<file path="config.mk">
export PLATFORM = sky130hd
export DESIGN_NAME = sync_fifo_flat
export DESIGN_NICKNAME = d
export VERILOG_FILES = /design/src/rtl/fifo_pkg.sv /design/src/rtl/sync_fifo_if.sv /design/src/rtl/fifo_mem.sv /design/src/rtl/sync_fifo.sv /design/src/flat_wrapper.sv
export SDC_FILE = /design/constraint.sdc
export NUM_CORES = 1
export LEC_CHECK = 0
export BUFFER_PORTS_ARGS = -buffer_cell sky130_fd_sc_hd__buf_4
export CORE_MARGIN = 2
export CORE_UTILIZATION = 50
export DETAILED_ROUTE_END_ITERATION = 8
export HOLD_SLACK_MARGIN = 0.08
export PLACE_DENSITY = 0.67
export REMOVE_ABC_BUFFERS = 1
export SYNTH_ARGS = -nofsm -noshare
export SYNTH_HDL_FRONTEND = slang
export SYNTH_SLANG_ARGS = --single-unit
</file>
<file path="constraint.sdc">
create_clock -name clk -period 6.5 [get_ports clk]
set_input_delay 0.65 -clock clk [delete_from_list [all_inputs] [get_ports clk]]
set_output_delay 0.65 -clock clk [all_outputs]
set_load 0.02 [all_outputs]
</file>
<file path="src/rtl/fifo_pkg.sv">
// Shared constants and width helpers for the synchronous FIFO slice.
package fifo_pkg;

  localparam int unsigned DefDataW = 8;
  localparam int unsigned DefDepth = 16;

  // Bit positions of the sticky error flags in the packed error word.
  localparam int unsigned ErrOverflow  = 0;
  localparam int unsigned ErrUnderflow = 1;

  function automatic int unsigned ptr_w(input int unsigned depth);
    return $clog2(depth);
  endfunction

  // One extra bit so the count can represent a completely full FIFO.
  function automatic int unsigned cnt_w(input int unsigned depth);
    return $clog2(depth) + 1;
  endfunction

endpackage

</file>
<file path="src/rtl/sync_fifo_if.sv">
// Write/read strobe interface between the traffic generator (master) and the FIFO (slave).
interface sync_fifo_if import fifo_pkg::*; #(
  parameter int unsigned DATA_W = DefDataW,
  parameter int unsigned DEPTH  = DefDepth
);

  localparam int unsigned CNT_W = cnt_w(DEPTH);

  logic              wr_en;
  logic [DATA_W-1:0] wr_data;
  logic              rd_en;
  logic              clr_err;
  logic [DATA_W-1:0] rd_data;
  logic              rd_valid;
  logic              full;
  logic              empty;
  logic              almost_full;
  logic              almost_empty;
  logic [CNT_W-1:0]  count;
  logic              overflow;
  logic              underflow;

  modport master (
    output wr_en, wr_data, rd_en, clr_err,
    input  rd_data, rd_valid, full, empty, almost_full, almost_empty, count, overflow, underflow
  );

  modport slave (
    input  wr_en, wr_data, rd_en, clr_err,
    output rd_data, rd_valid, full, empty, almost_full, almost_empty, count, overflow, underflow
  );

endinterface

</file>
<file path="src/rtl/fifo_mem.sv">
// Simple dual-port RAM, DEPTH x DATA_W, with one write port and one registered read port.
module fifo_mem import fifo_pkg::*; #(
  parameter int unsigned DATA_W = DefDataW,
  parameter int unsigned DEPTH  = DefDepth
) (
  input  logic                    clk,
  input  logic                    rst,
  input  logic                    we,
  input  logic [ptr_w(DEPTH)-1:0] waddr,
  input  logic [DATA_W-1:0]       wdata,
  input  logic                    re,
  input  logic [ptr_w(DEPTH)-1:0] raddr,
  output logic [DATA_W-1:0]       rdata
);

  logic [DATA_W-1:0] mem [DEPTH];

  // Array kept reset-free so it maps onto block or distributed RAM.
  always_ff @(posedge clk) begin
    if (we) begin
      mem[waddr] <= wdata;
    end
  end

  always_ff @(posedge clk) begin
    if (rst) begin
      rdata <= '0;
    end else if (re) begin
      rdata <= mem[raddr];
    end
  end

endmodule

</file>
<file path="src/rtl/sync_fifo.sv">
// Single-clock FIFO: pointers, occupancy, status flags and the one-cycle read-valid pipeline.
module sync_fifo import fifo_pkg::*; #(
  parameter int unsigned DATA_W    = DefDataW,
  parameter int unsigned DEPTH     = DefDepth,
  parameter int unsigned AFULL_TH  = 14,
  parameter int unsigned AEMPTY_TH = 2
) (
  input logic        clk,
  input logic        rst,
  sync_fifo_if.slave bus
);

  localparam int unsigned PTR_W = ptr_w(DEPTH);
  localparam int unsigned CNT_W = cnt_w(DEPTH);

  logic [PTR_W-1:0]  wr_ptr_q;
  logic [PTR_W-1:0]  rd_ptr_q;
  logic [CNT_W-1:0]  count_q;
  logic              rd_valid_q;
  logic [1:0]        err_q;
  logic [1:0]        err_d;
  logic              full;
  logic              empty;
  logic              wr_ok;
  logic              rd_ok;
  logic [DATA_W-1:0] rd_data;

  assign full  = (count_q == CNT_W'(DEPTH));
  assign empty = (count_q == '0);
  assign wr_ok = bus.wr_en & ~full;
  assign rd_ok = bus.rd_en & ~empty;

  fifo_mem #(
    .DATA_W (DATA_W),
    .DEPTH  (DEPTH)
  ) u_mem (
    .clk   (clk),
    .rst   (rst),
    .we    (wr_ok),
    .waddr (wr_ptr_q),
    .wdata (bus.wr_data),
    .re    (rd_ok),
    .raddr (rd_ptr_q),
    .rdata (rd_data)
  );

  // A new error event in the same cycle as clr_err keeps the flag set.
  always_comb begin
    err_d = bus.clr_err ? 2'b00 : err_q;
    if (bus.wr_en && full) begin
      err_d[ErrOverflow] = 1'b1;
    end
    if (bus.rd_en && empty) begin
      err_d[ErrUnderflow] = 1'b1;
    end
  end

  always_ff @(posedge clk) begin
    if (rst) begin
      wr_ptr_q   <= '0;
      rd_ptr_q   <= '0;
      count_q    <= '0;
      rd_valid_q <= 1'b0;
      err_q      <= 2'b00;
    end else begin
      if (wr_ok) begin
        wr_ptr_q <= wr_ptr_q + PTR_W'(1);
      end
      if (rd_ok) begin
        rd_ptr_q <= rd_ptr_q + PTR_W'(1);
      end
      case ({wr_ok, rd_ok})
        2'b10:   count_q <= count_q + CNT_W'(1);
        2'b01:   count_q <= count_q - CNT_W'(1);
        default: count_q <= count_q;
      endcase
      rd_valid_q <= rd_ok;
      err_q      <= err_d;
    end
  end

  assign bus.rd_data      = rd_data;
  assign bus.rd_valid     = rd_valid_q;
  assign bus.full         = full;
  assign bus.empty        = empty;
  assign bus.almost_full  = (count_q >= CNT_W'(AFULL_TH));
  assign bus.almost_empty = (count_q <= CNT_W'(AEMPTY_TH));
  assign bus.count        = count_q;
  assign bus.overflow     = err_q[ErrOverflow];
  assign bus.underflow    = err_q[ErrUnderflow];

endmodule

</file>
<file path="src/flat_wrapper.sv">
// flat-port wrapper written by rule: the top's interface ports become plain ports
module sync_fifo_flat import fifo_pkg::*;
#(
  parameter int unsigned DATA_W    = DefDataW,
  parameter int unsigned DEPTH     = DefDepth,
  parameter int unsigned AFULL_TH  = 14,
  parameter int unsigned AEMPTY_TH = 2
)
  (clk, rst, bus_wr_en, bus_wr_data, bus_rd_en, bus_clr_err, bus_rd_data, bus_rd_valid, bus_full, bus_empty, bus_almost_full, bus_almost_empty, bus_count, bus_overflow, bus_underflow);
  sync_fifo_if #(.DATA_W(DATA_W), .DEPTH(DEPTH)) bus_i ();
  input logic clk;
  input logic rst;
  input wire logic [$bits(bus_i.wr_en)-1:0] bus_wr_en;
  input wire logic [$bits(bus_i.wr_data)-1:0] bus_wr_data;
  input wire logic [$bits(bus_i.rd_en)-1:0] bus_rd_en;
  input wire logic [$bits(bus_i.clr_err)-1:0] bus_clr_err;
  output wire logic [$bits(bus_i.rd_data)-1:0] bus_rd_data;
  output wire logic [$bits(bus_i.rd_valid)-1:0] bus_rd_valid;
  output wire logic [$bits(bus_i.full)-1:0] bus_full;
  output wire logic [$bits(bus_i.empty)-1:0] bus_empty;
  output wire logic [$bits(bus_i.almost_full)-1:0] bus_almost_full;
  output wire logic [$bits(bus_i.almost_empty)-1:0] bus_almost_empty;
  output wire logic [$bits(bus_i.count)-1:0] bus_count;
  output wire logic [$bits(bus_i.overflow)-1:0] bus_overflow;
  output wire logic [$bits(bus_i.underflow)-1:0] bus_underflow;
  assign bus_i.wr_en = bus_wr_en;
  assign bus_i.wr_data = bus_wr_data;
  assign bus_i.rd_en = bus_rd_en;
  assign bus_i.clr_err = bus_clr_err;
  assign bus_rd_data = bus_i.rd_data;
  assign bus_rd_valid = bus_i.rd_valid;
  assign bus_full = bus_i.full;
  assign bus_empty = bus_i.empty;
  assign bus_almost_full = bus_i.almost_full;
  assign bus_almost_empty = bus_i.almost_empty;
  assign bus_count = bus_i.count;
  assign bus_overflow = bus_i.overflow;
  assign bus_underflow = bus_i.underflow;
  sync_fifo #(.DATA_W(DATA_W), .DEPTH(DEPTH), .AFULL_TH(AFULL_TH), .AEMPTY_TH(AEMPTY_TH)) u_core (.clk(clk), .rst(rst), .bus(bus_i));
endmodule
</file>
# Yosys cells after proc, flatten, opt, wreduce, memory -nomap -nowiden
# Memories as Yosys holds them, arrays and structs flattened. A register that Yosys moved wholly into a read port is not among the register bits.
# Cells that the tools add are included.
# totals
input_bits	13
register_bits	16
romBits	0
elab_cells	32
n_memories	1
output_inout_bits	20
latch_bits	0
ram_bits	128
# op_classes
n_eq_ne	3
addsub	4
bitwise_logic	4
multipliers	0
mux	6
magnitude_cmp	2
reduce_logical	6
shifts	0
div	0
# mem_list
memory	depth	word_bits	rd	rd_ports_with_merged_regs	wr	line_no	rtl
u_core.u_mem.mem	16	8	1	1	1	fifo_mem.sv:16	logic [DATA_W-1:0] mem [DEPTH];
# op_table
cell	n
$pmux W5 S2	1
$add A4 B1 Y4 const B	2
$reduce_bool A2 Y1	3
$add A5 B1 Y5 const B	1
$eq A5 B5 Y1 const B	1
$ge A5 B4 Y1 const B	1
$le A5 B2 Y1 const B	1
$logic_not A5 Y1	1
$sub A5 B1 Y5 const B	1
$mux W1	4
$and A1 B1 Y1	2
$eq A2 B1 Y1 const B	1
$eq A2 B2 Y1 const B	1
$logic_and A1 B1 Y1	2
$mux W2	1
$not A1 Y1	2

# Longest topological paths before layout
# Gate-level depths: netlist of the first run.
# logic_depth
ltp_word	5
depth_mapped	12
mapped_depth_nobuf	10

# Cells and area by module
# From an unflattened synthesis of the first run, not the netlist that was laid out.
# hier_totals
hier_cells	407
area_unflattened_um2	6177.2
# by_module_without_submodules
module	cells_per_inst	area_per_inst_um2	n_inst	seq_area_each_um2
fifo_mem	316	5343.9	1	4003.8
sync_fifo	91	833.3	1	320.3

# Worst setup path after synthesis of the first run
# No wires, ideal clock.
# synth_timing
path_kind	register to register
from	register u_core.count_q[1], in the netlist u_core.bus.count[1]
to	register u_core.count_q[2], in the netlist u_core.bus.count[2]
setup_ps	70
t_required_ps	6430
path_buffers	3
arrival_ps	2630
path_stages_with_launch	13
slack_ps	3799
period_less_slack_ps	2701
path_cell_list	dfxtp_1 -> buf_2 -> nor4_1 -> a21boi_1 -> clkbuf_1 -> ha_1 -> clkbuf_1 -> xor2_1 -> ha_1 -> a21oi_1 -> xnor2_1 -> or3_1 -> a21oi_1
# synth_via
elab_chain_cells	5
word_cells_on_any_way	12
cone_classes	add/sub: 2; eq/ne: 3; mux: 1; bitwise: 4; reduce/logical: 2
# synth_lines
element	line_no	rtl
start: declaration	sync_fifo.sv:18	logic [CNT_W-1:0] count_q;
start signal: assignment	sync_fifo.sv:73	2'b10: count_q <= count_q + CNT_W'(1);
start signal: assignment	sync_fifo.sv:74	2'b01: count_q <= count_q - CNT_W'(1);
start signal: assignment	sync_fifo.sv:75	default: count_q <= count_q;
$logic_not A5 Y1 (*)	sync_fifo.sv:29	assign empty = (count_q == '0);
$not A1 Y1 (*)	sync_fifo.sv:31	assign rd_ok = bus.rd_en & ~empty;
$and A1 B1 Y1 (*)	sync_fifo.sv:31	
via u_core.rd_ok	sync_fifo.sv:25	logic rd_ok;
$eq A2 B1 Y1 / $eq A2 B2 Y1 (equally long branches)	sync_fifo.sv:72	case ({wr_ok, rd_ok})
$pmux W5 S2 / $reduce_bool A2 Y1 (equally long branches)	--	
# The timed path passes the listed nets; every way through them passes the cells marked *.
# A chain may end at the register's enable or synchronous reset.

# Worst setup path in the final report of the first run
# layout_timing
from	register u_core.count_q[4], in the netlist u_core.bus.count[4]
to	register u_core.count_q[4], in the netlist u_core.bus.count[4]
# layout_via
elab_chain_cells	5
word_cells_on_any_way	12
cone_classes	add/sub: 2; eq/ne: 3; mux: 1; bitwise: 4; reduce/logical: 2
# layout_lines
element	line_no
$eq A5 B5 Y1 / $logic_not A5 Y1 (equally long branches)	sync_fifo.sv:28, sync_fifo.sv:29
$not A1 Y1 (on tied branches)	sync_fifo.sv:30, sync_fifo.sv:31
$and A1 B1 Y1 (on tied branches)	sync_fifo.sv:30, sync_fifo.sv:31
$eq A2 B1 Y1 / $eq A2 B2 Y1 (equally long branches)	sync_fifo.sv:72
$pmux W5 S2 / $reduce_bool A2 Y1 (equally long branches)	--
# Parallel ways exist; a longest one is shown, timed or not.

==> summary.txt, run 1 <==
Finish
  • Final nets: 466
  • Non-Filler Instances: 624
  • Final core occ: 0.584
  • Share of cells above drive strength 1: 0.145
  • Layout fillers: 1,012
  • N_diodes: 0
  • Area grow syn2layout: 13.5%

Route
  • DRT antenna net count: 0
  • Met3 routed WL: 735 um
  • Top layer in use: met4
  • M1 wire length: 5600 um
  • WL/cell: 20.1 um
  • Vias per inst: 5.65
  • Length of routed met2 wiring: 5950 um
  • Drt pass-1 iters: 5
  • 1st-iter DRT viols: 315
  • Residual DRC: 0
  • Final WL: 12,500 um
  • DR vias: 3,528

Timing
  • Setup ws final: 3190 ps
  • Fin crit share: 0.510
  • Final hold vios: 0
  • Max-slew headroom: 0.215
  • Least-Margin Pin Slew: 1180 ps
  • Setup TNS: 0 ps
  • RSZ-0062 raised after global routing: false
  • Final Skew: 10.5 ps
  • Fmax: 302 MHz
  • Post-layout minimum cycle time: 3310 ps
  • Max Slew Vio Count: 0
  • Final setup fails: 0

GRT
  • Largest net degree at the start of global routing: 68
  • Vias in the first global route: 3,482
  • Total gr overflow: 0
  • Antenna violations before repair: 0
  • Total track usage: 0.201
  • First-pass GRT wire length: 19,400 um

Setup path
  • CP required: 6850 ps
  • CP Max Fanout: 21
  • Crit end category: flop
  • Worst EP arrival: 3670 ps
  • Worst Setup Path Type: reg2reg
  • Worst Setup Start Kind: flop
  • Flop-to-flop setup slack: 3190 ps

Clock tree
  • CTS tree: done
  • Clock-pin slew on the worst setup and hold paths: 60 ps
  • CTS sink count: 152
  • Resized cells post-CTS: 0
  • Root Buffer: clkbuf_16
  • Post-CTS Hold Fix Bufs: 0
  • Num CTS Buffers: 17
  • CTS H-Tree Depth: 4
  • Clock latency on the worst-skew pair: 420 ps
  • CTS Buffer Depth: 2
  • Setup bufs post-CTS: 0

Yosys
  • Post-synth top area share: 0.617
  • Synth top cells by count: edfxtp_1 (128), mux2i_1 (67), nor2_1 (35), o22ai_1 (33), dfxtp_1 (24)
  • Synth cell types: 41
  • Sequential share of the synthesized area: 0.694
  • Syn_area_per_cell: 14.9 sq um
  • Dominant cell by count in the synthesized netlist: edfxtp_1
  • Number of synthesized flops with an enable pin: 128
  • Area of the mapped netlist: 0.00623 sq mm
  • Ranking of synthesized cells by area: edfxtp_1 (62%), mux2i_1 (11%), dfxtp_1 (7.7%)
  • Asr flop ratio synth: 0
  • Synth warnings: 0
  • Cells after synthesis: 417
  • Leading area contributor after synthesis: edfxtp_1
  • Top_reg_cell synth: edfxtp_1
  • Synth Register Bits: 152

Power
  • Pleak: 2.29 nW
  • PnR Total Power: 0.00271 W
  • Maximum vdd drop: 0.294 mV
  • Power Density: 382 mW/mm^2

Hold path
  • Hold Path Class: in2reg

Placed design
  • Placement Setup Slack: 3280 ps
  • DP HPWL: 7920 um
  • GP Congestion: 0.865
  • PortBufs: 32
  • Post-placement cell count: 593

Flow run
  • Max cap viols: 0

Die
  • Die W: 116 um
  • Core area: 0.0121 sq mm
  • Initial core utilization: 0.514
  • Die height: 116 um
  • Die footprint: 0.0134 sq mm
  • FP Rows: 40
  • I/O pin cnt: 33

Run status
  • Outcome: complete, no violations
## final timing paths
kind | start | to | cells after the start
setup reg to reg | u_core.bus.count[4]$_SDFFE_PP0P_ | u_core.bus.count[4]$_SDFFE_PP0P_ | 8
setup / recovery | u_core.bus.count[4]$_SDFFE_PP0P_ | u_core.bus.count[4]$_SDFFE_PP0P_ | 8
hold reg to reg | u_core.u_mem.rdata[0]$_SDFFE_PP0P_ | u_core.u_mem.rdata[0]$_SDFFE_PP0P_ | 2
hold / removal | bus_rd_en | u_core.err_q[1]$_SDFFE_PP0P_ | 3
## metrics by stage
stage,area [sq um],hold slack [ps]
after floorplan,6070,525
after global placement,6560,495
after detailed placement,6560,500
after CTS,7070,486
after global routing,7070,522
final,7070,500
## where the power goes
part	switching [W]	total [W]	internal, W
logic	0.000344	0.000611	0.000267
clock network	0.000347	0.000857	0.000510
registers	0.000108	0.00124	0.00113
total	0.000798	0.00271	0.00191
## critical path, stage by stage (launching register included)
cell and delay [ps]:
dfxtp_1 490, inv_1 220, a21boi_2 880, ha_1 510, ha_1 260, or4b_2 590, a21oi_1 140, a31oi_1 60
nand3_1 110
## area by class of cell
class                      instances  area, sq um  share of cell area
inverter                           6         22.5             0.00318
multi-input combinational        231         1730               0.244
clock inverter                    14         91.3              0.0129
clock buffer                      17          425              0.0601
tap                              168          210              0.0297
timing repair buffer              36          270              0.0382
sequential                       152         4330               0.612
## sequential cells by signal, indices dropped and copies added, names as in the netlist
register             count
u_core.u_mem.rdata       8
u_core.rd_ptr_q          4
u_core.bus.rd_valid      1
u_core.u_mem.mem       128
u_core.err_q             2
u_core.wr_ptr_q          4
u_core.bus.count         5
## cells in the final DEF, fill, tap and decap left out, types with 2 or more instances in the layout
master	n
edfxtp_1	128
mux2i_1	67
buf_4	36
nor2_1	35
o22ai_1	33
dfxtp_1	23
clkbuf_16	17
nor4_1	9
nand2_1	9
ha_1	9
a211oi_1	7
clkinv_1	7
inv_1	6
xor2_1	6
a21oi_1	6
nor3_1	5
nand2b_1	4
or3_1	4
clkinv_2	4
nand3_1	3
or3b_1	3
nand3b_1	3
xnor2_1	3
o211ai_1	3
nor2b_1	3
a211o_1	3
and3_1	2
clkinvlp_4	2
## cells by family (layout without fill, tap and decap cells)
logic type,Yosys count,count (layout),share of synthesized area
multiplexers,67,67,0.108
AO/OA/AOI/OAI,64,64,0.0723
adder cells (fa/ha/maj),9,9,0.0181
XOR/XNOR,9,9,0.0127
flip-flops,152,152,0.694
AND/OR/NAND/NOR,82,82,0.0657
buffers and inverters,34,73,0.0297
## layer usage
metal,global-route usage,vias to the layer above
met3,0.0518,24
met1,0.270,1726
li1,-,1660
met2,0.323,118
met4,0.0714,0
met5,0,-
Note: power is estimated with default switching activity, not from simulation.
==> inputs of run 2 (changes only) <==
==> constraint.sdc (replaced) <==
create_clock -name clk -period 3.1 [get_ports clk]
set_input_delay 0.31 -clock clk [delete_from_list [all_inputs] [get_ports clk]]
set_output_delay 0.31 -clock clk [all_outputs]
set_load 0.02 [all_outputs]
==> run 2 against run 1 <==
  * Sequential cell count is the same
  * Core utilization grew 0.55 points
  * Final area grew 0.94%
  * Highest routed layer unchanged
==> summary.txt, run 2 (synthesized netlist as in run 1, its figures left out) <==
Timing
  • Post-layout minimum cycle time: 2880 ps (-432 ps)
  • Fmax: 347 MHz (+15%)
  • Least-Margin Pin Slew: 1210 ps (+31.4 ps)
  • Final setup fails: 0 (unchanged)
  • Fin crit share: 0.930 (+0.420)
  • Final hold vios: 0 (unchanged)
  • RSZ-0062 raised after global routing: false
  • Max Slew Vio Count: 0 (unchanged)
  • Final Skew: 7.45 ps (-3.03 ps)
  • Max-slew headroom: 0.188 (-0.0271)
  • Setup TNS: 0 ps (unchanged)
  • Setup ws final: 218 ps (-2970 ps)

Power
  • PnR Total Power: 0.00563 W (+110%)
  • Power Density: 788 mW/mm^2 (+110%)
  • Maximum vdd drop: 0.759 mV (+160%)
  • Pleak: 2.34 nW (+2.1%)

Finish
  • Share of cells above drive strength 1: 0.163 (+0.0180)
  • FF+latch area: 0.00433 sq mm (unchanged)
  • Largest register FFs: 128 (unchanged)
  • Layout fillers: 972 (-4.0%)
  • Area grow syn2layout: 14.6%
  • Most common cell after layout, fill and taps aside: edfxtp_1
  • Final nets: 476 (+2.1%)
  • Most frequent cells in the layout: edfxtp_1 (128), mux2i_1 (67), buf_4 (45)
  • Multi-input combinational cell area: 0.00173 sq mm (unchanged)
  • N_diodes: 0 (unchanged)
  • Largest reg by FF count: u_core.u_mem.mem

Run status
  • Outcome: complete, no violations

Setup path
  • CP Max Fanout: 12 (-43%)
  • Worst path max stage delay: 590 ps (-290 ps)
  • CP required: 3450 ps (-3400 ps)
  • Worst EP arrival: 3240 ps (-430 ps)
  • Worst Setup Path Type: reg2reg
  • Crit-path slowest cell: or4b_2
  • CP cell instances: nor4_1, a21boi_1, inv_1, ha_1, ha_1, or4b_2, a21oi_1, a31oi_1, nand3_1
  • Worst Setup Start Kind: flop
  • Crit end category: flop
  • Most used cell, CP: ha_1

Clock tree
  • Post-CTS Hold Fix Bufs: 0 (unchanged)
  • Clock-pin slew on the worst setup and hold paths: 60 ps (about the same)
  • CTS Buffer Depth: 2 (unchanged)
  • Root Buffer: clkbuf_16
  • CTS sink count: 152 (unchanged)
  • Resized cells post-CTS: 0 (unchanged)
  • CTS tree: done
  • Setup bufs post-CTS: 0 (unchanged)
  • CTS H-Tree Depth: 4 (unchanged)
  • Clock latency on the worst-skew pair: 410 ps (about the same)
  • Num CTS Buffers: 17 (unchanged)

Route
  • Final WL: 12,500 um (-0.46%)
  • DRT antenna net count: 0 (unchanged)
  • Vias per inst: 5.52 (-2.3%)
  • 1st-iter DRT viols: 246 (-22%)
  • Drt pass-1 iters: 4 (-1)
  • Residual DRC: 0 (unchanged)
  • WL/cell: 19.6 um (-2.2%)
  • DR vias: 3,508 (-0.57%)

Die
  • FP Rows: 40 (unchanged)
  • I/O pin cnt: 33 (unchanged)
  • Die footprint: 0.0134 sq mm (unchanged)
  • Initial core utilization: 0.514 (unchanged)
  • Core area: 0.0121 sq mm (unchanged)
  • Die height: 116 um (unchanged)
  • Die W: 116 um (unchanged)

Placed design
  • Placement Setup Slack: 203 ps (-3070 ps)
  • GP Congestion: 0.794 (-8.2%)
  • PortBufs: 32 (unchanged)
  • DP HPWL: 8110 um (+2.3%)

GRT
  • First-pass GRT wire length: 19,200 um (-0.97%)
  • Antenna violations before repair: 0 (unchanged)
  • Total track usage: 0.201 (-0.000226)
  • Largest net degree at the start of global routing: 33 (-51%)
  • Total gr overflow: 0 (unchanged)
  • Vias in the first global route: 3,411 (-2.0%)

Hold path
  • Hold Path Class: in2reg

Flow run
  • Max cap viols: 0 (unchanged)
==> run 2: cell types whose count changed in the layout (fill, tap and decap cells not counted), sizes merged <==
cell    previous run  this run
buf               36        46
bufinv             1         0
clkbuf            17        18
clkinv            11        12
==> run 2: metal layers <==
layer	routed length [um]	global-route usage	vias to the layer above
li1	-	-	1685
met1	5600	0.272	1691
met2	5870	0.313	112
met3	739	0.0591	20
met4	258	0.0754	0
met5	0	0	-
==> run 2: per-stage QoR <==
step	util	hold WS [ps]	std cells	area, sq um
finish	0.589	170	635	7140
global route	0.589	189	635	7140
CTS	0.589	158	635	7140
detailed placement	0.549	493	603	6640
global placement	0.549	491	603	6640
floorplan	-	375	389	6070
==> run 2: final cells by class <==
cell class / instances / share of cell area
Clock buffer: 18 / 0.0601
Timing Repair Buffer: 46 / 0.0501
Sequential cell: 152 / 0.606
Clock inverter: 14 / 0.00929
Multi-Input combinational cell: 231 / 0.242
Inverter: 6 / 0.00315
Tap cell: 168 / 0.0294
==> run 2: path summary, 6_finish.rpt <==
path,startpoint,end,slack (ps),cells past startpoint
worst max-delay path,u_core.bus.count[1]$_SDFFE_PP0P_,u_core.bus.count[4]$_SDFFE_PP0P_,220,9
worst min-delay path,bus_wr_en,u_core.err_q[0]$_SDFFE_PP0P_,170,3
worst max register to register,u_core.bus.count[1]$_SDFFE_PP0P_,u_core.bus.count[4]$_SDFFE_PP0P_,220,9
worst min register to register,u_core.u_mem.rdata[3]$_SDFFE_PP0P_,u_core.u_mem.rdata[3]$_SDFFE_PP0P_,500,2
==> run 2: power breakdown <==
part / internal, W / switching, W
Combinational: 0.000584 / 0.000790
Clock: 0.000991 / 0.000738
Sequential: 0.00237 / 0.000155
==> run 2: worst max-delay path, delay by kind of cell, from the launching register on <==
| kind | cells | cell delay [ps] |
|---|---|---|
| buffers and inverters | 1 | 130 |
| and+or+nand+nor | 3 | 1190 |
| adders and majority gates | 2 | 600 |
| DFF | 1 | 430 |
| AOI/OAI and AO/OA | 3 | 470 |
==> inputs of run 3 (changes only) <==
==> constraint.sdc (replaced) <==
create_clock -name clk -period 3.1 [get_ports clk]
set_input_delay 0.62 -clock clk [delete_from_list [all_inputs] [get_ports clk]]
set_output_delay 0.62 -clock clk [all_outputs]
set_load 0.02 [all_outputs]
==> run 3 against run 2 <==
  * Wire length rose by 1.6%
  * Global-route usage rose by 0.51 points
  * Final area rose by 0.12%
  * First-iteration DRC count grew 7.7%
  * Critical path type unchanged
  * Critical endpoint unchanged
  * Highest routed layer unchanged
==> summary.txt, run 3 (synthesized netlist as in run 1, its figures left out) <==
Placed design
  • PortBufs: 32 (unchanged)
  • GP Congestion: 0.833 (+4.9%)
  • DP HPWL: 8070 um (-0.39%)

Setup path
  • CP Max Fanout: 12 (unchanged)
  • Worst Setup Start Kind: flop
  • Crit end category: flop
  • Worst EP arrival: 3110 ps (-130 ps)
  • CP required: 3400 ps (-50 ps)
  • Worst Setup Path Type: reg2reg

Clock tree
  • Setup bufs post-CTS: 0 (unchanged)
  • Post-CTS Hold Fix Bufs: 0 (unchanged)
  • CTS tree: done
  • CTS H-Tree Depth: 4 (unchanged)
  • Clock latency on the worst-skew pair: 410 ps (about the same)
  • Resized cells post-CTS: 0 (unchanged)
  • Root Buffer: clkbuf_16
  • CTS sink count: 152 (unchanged)
  • Num CTS Buffers: 17 (unchanged)
  • Clock-pin slew on the worst setup and hold paths: 50 ps (about the same)
  • CTS Buffer Depth: 2 (unchanged)

GRT
  • First-pass GRT wire length: 19,700 um (+2.7%)
  • Largest net degree at the start of global routing: 49 (+48%)
  • Vias in the first global route: 3,458 (+1.4%)
  • Total track usage: 0.206 (+0.00509)
  • Total gr overflow: 0 (unchanged)
  • Antenna violations before repair: 0 (unchanged)

Die
  • Initial core utilization: 0.514 (unchanged)
  • Die height: 116 um (unchanged)
  • I/O pin cnt: 33 (unchanged)
  • FP Rows: 40 (unchanged)
  • Die footprint: 0.0134 sq mm (unchanged)
  • Core area: 0.0121 sq mm (unchanged)
  • Die W: 116 um (unchanged)

Route
  • DR vias: 3,542 (+0.97%)
  • Final WL: 12,700 um (+1.6%)
  • Vias per inst: 5.60 (+1.4%)
  • M1 wire length: 5530 um (-1.2%)
  • Length of routed met2 wiring: 6080 um (+3.6%)
  • Drt pass-1 iters: 5 (+1)
  • Top layer in use: met4
  • Residual DRC: 0 (unchanged)
  • Met3 routed WL: 843 um (+14%)
  • DRT antenna net count: 0 (unchanged)
  • WL/cell: 20.0 um (+2.1%)
  • 1st-iter DRT viols: 265 (+7.7%)

Finish
  • Layout fillers: 976 (+0.41%)
  • N_diodes: 0 (unchanged)
  • Multi-input combinational cell area: 0.00173 sq mm (unchanged)
  • Most common cell after layout, fill and taps aside: edfxtp_1
  • Final nets: 473 (-0.63%)
  • Share of cells above drive strength 1: 0.159 (-0.00326)
  • Largest reg by FF count: u_core.u_mem.mem
  • FF+latch area: 0.00433 sq mm (unchanged)
  • Largest register FFs: 128 (unchanged)
  • Final core occ: 0.590 (+0.000723)
  • Most frequent cells in the layout: edfxtp_1 (128), mux2i_1 (67), buf_4 (42)
  • Area grow syn2layout: 14.7%

Timing
  • Final setup fails: 0 (unchanged)
  • Fmax: 356 MHz (+2.5%)
  • Post-layout minimum cycle time: 2810 ps (-69.1 ps)
  • Fin crit share: 0.907 (-0.0223)
  • RSZ-0062 raised after global routing: false
  • Max Slew Vio Count: 0 (unchanged)
  • Max-slew headroom: 0.467 (+0.279)
  • Final hold vios: 0 (unchanged)
  • Final Skew: 5.74 ps (-1.72 ps)
  • Least-Margin Pin Slew: 797 ps (-413 ps)

Power
  • Pleak: 2.35 nW (+0.21%)
  • PnR Total Power: 0.00570 W (+1.4%)
  • Maximum vdd drop: 0.608 mV (-20%)
  • Power Density: 798 mW/mm^2 (+1.3%)

Run status
  • Outcome: complete, no violations

Hold path
  • Hold Path Class: in2reg

Flow run
  • Max cap viols: 0 (unchanged)
run 3: stage by stage:
step / setup TNS [ps] / setup WS, ps / instances / hold slack (ps) / area (sq um)
floorplan: -1710 / -246 / 389 / 525 / 6070
global placement: 0 / 506 / 600 / 492 / 6620
detailed placement: 0 / 410 / 600 / 495 / 6620
CTS: 0 / 390 / 632 / 449 / 7150
global route: 0 / 48.6 / 632 / 482 / 7150
finish: 0 / 287 / 632 / 470 / 7150
run 3: power by group:
part           switching, W  internal (W)
combinational      0.000790      0.000570
sequential         0.000155       0.00237
clock              0.000721       0.00110
run 3: metal layers:
metal,up-vias,track usage
li1,1677,-
met1,1726,0.277
met2,124,0.330
met3,15,0.0465
met4,0,0.0841
met5,-,0
run 3: layout make-up:
cell class,count,area share
timing repair buffer,43,0.0469
inverter,6,0.00315
clock buffer,27,0.0704
tap,168,0.0294
multi-input combinational,231,0.241
clock inverter,5,0.00333
sequential,152,0.605
run 3: critical path, stage by stage (launching register included):
cell	delay, ps
dfxtp_1	420
nor4_1	520
a21boi_1	160
inv_1	100
ha_1	340
xor2_1	180
ha_1	220
nor2_1	80
o32ai_1	400
a211o_1	200
nand3_1	60
run 3: final timing paths:
path	slack [ps]	start	endpoint	depth (start not counted)
min	470	bus_rd_en	u_core.err_q[1]$_SDFFE_PP0P_	3
min reg2reg	500	u_core.u_mem.rdata[0]$_SDFFE_PP0P_	u_core.u_mem.rdata[0]$_SDFFE_PP0P_	2
max reg2reg	290	u_core.bus.count[1]$_SDFFE_PP0P_	u_core.bus.count[4]$_SDFFE_PP0P_	10
max	290	u_core.bus.count[1]$_SDFFE_PP0P_	u_core.bus.count[4]$_SDFFE_PP0P_	10
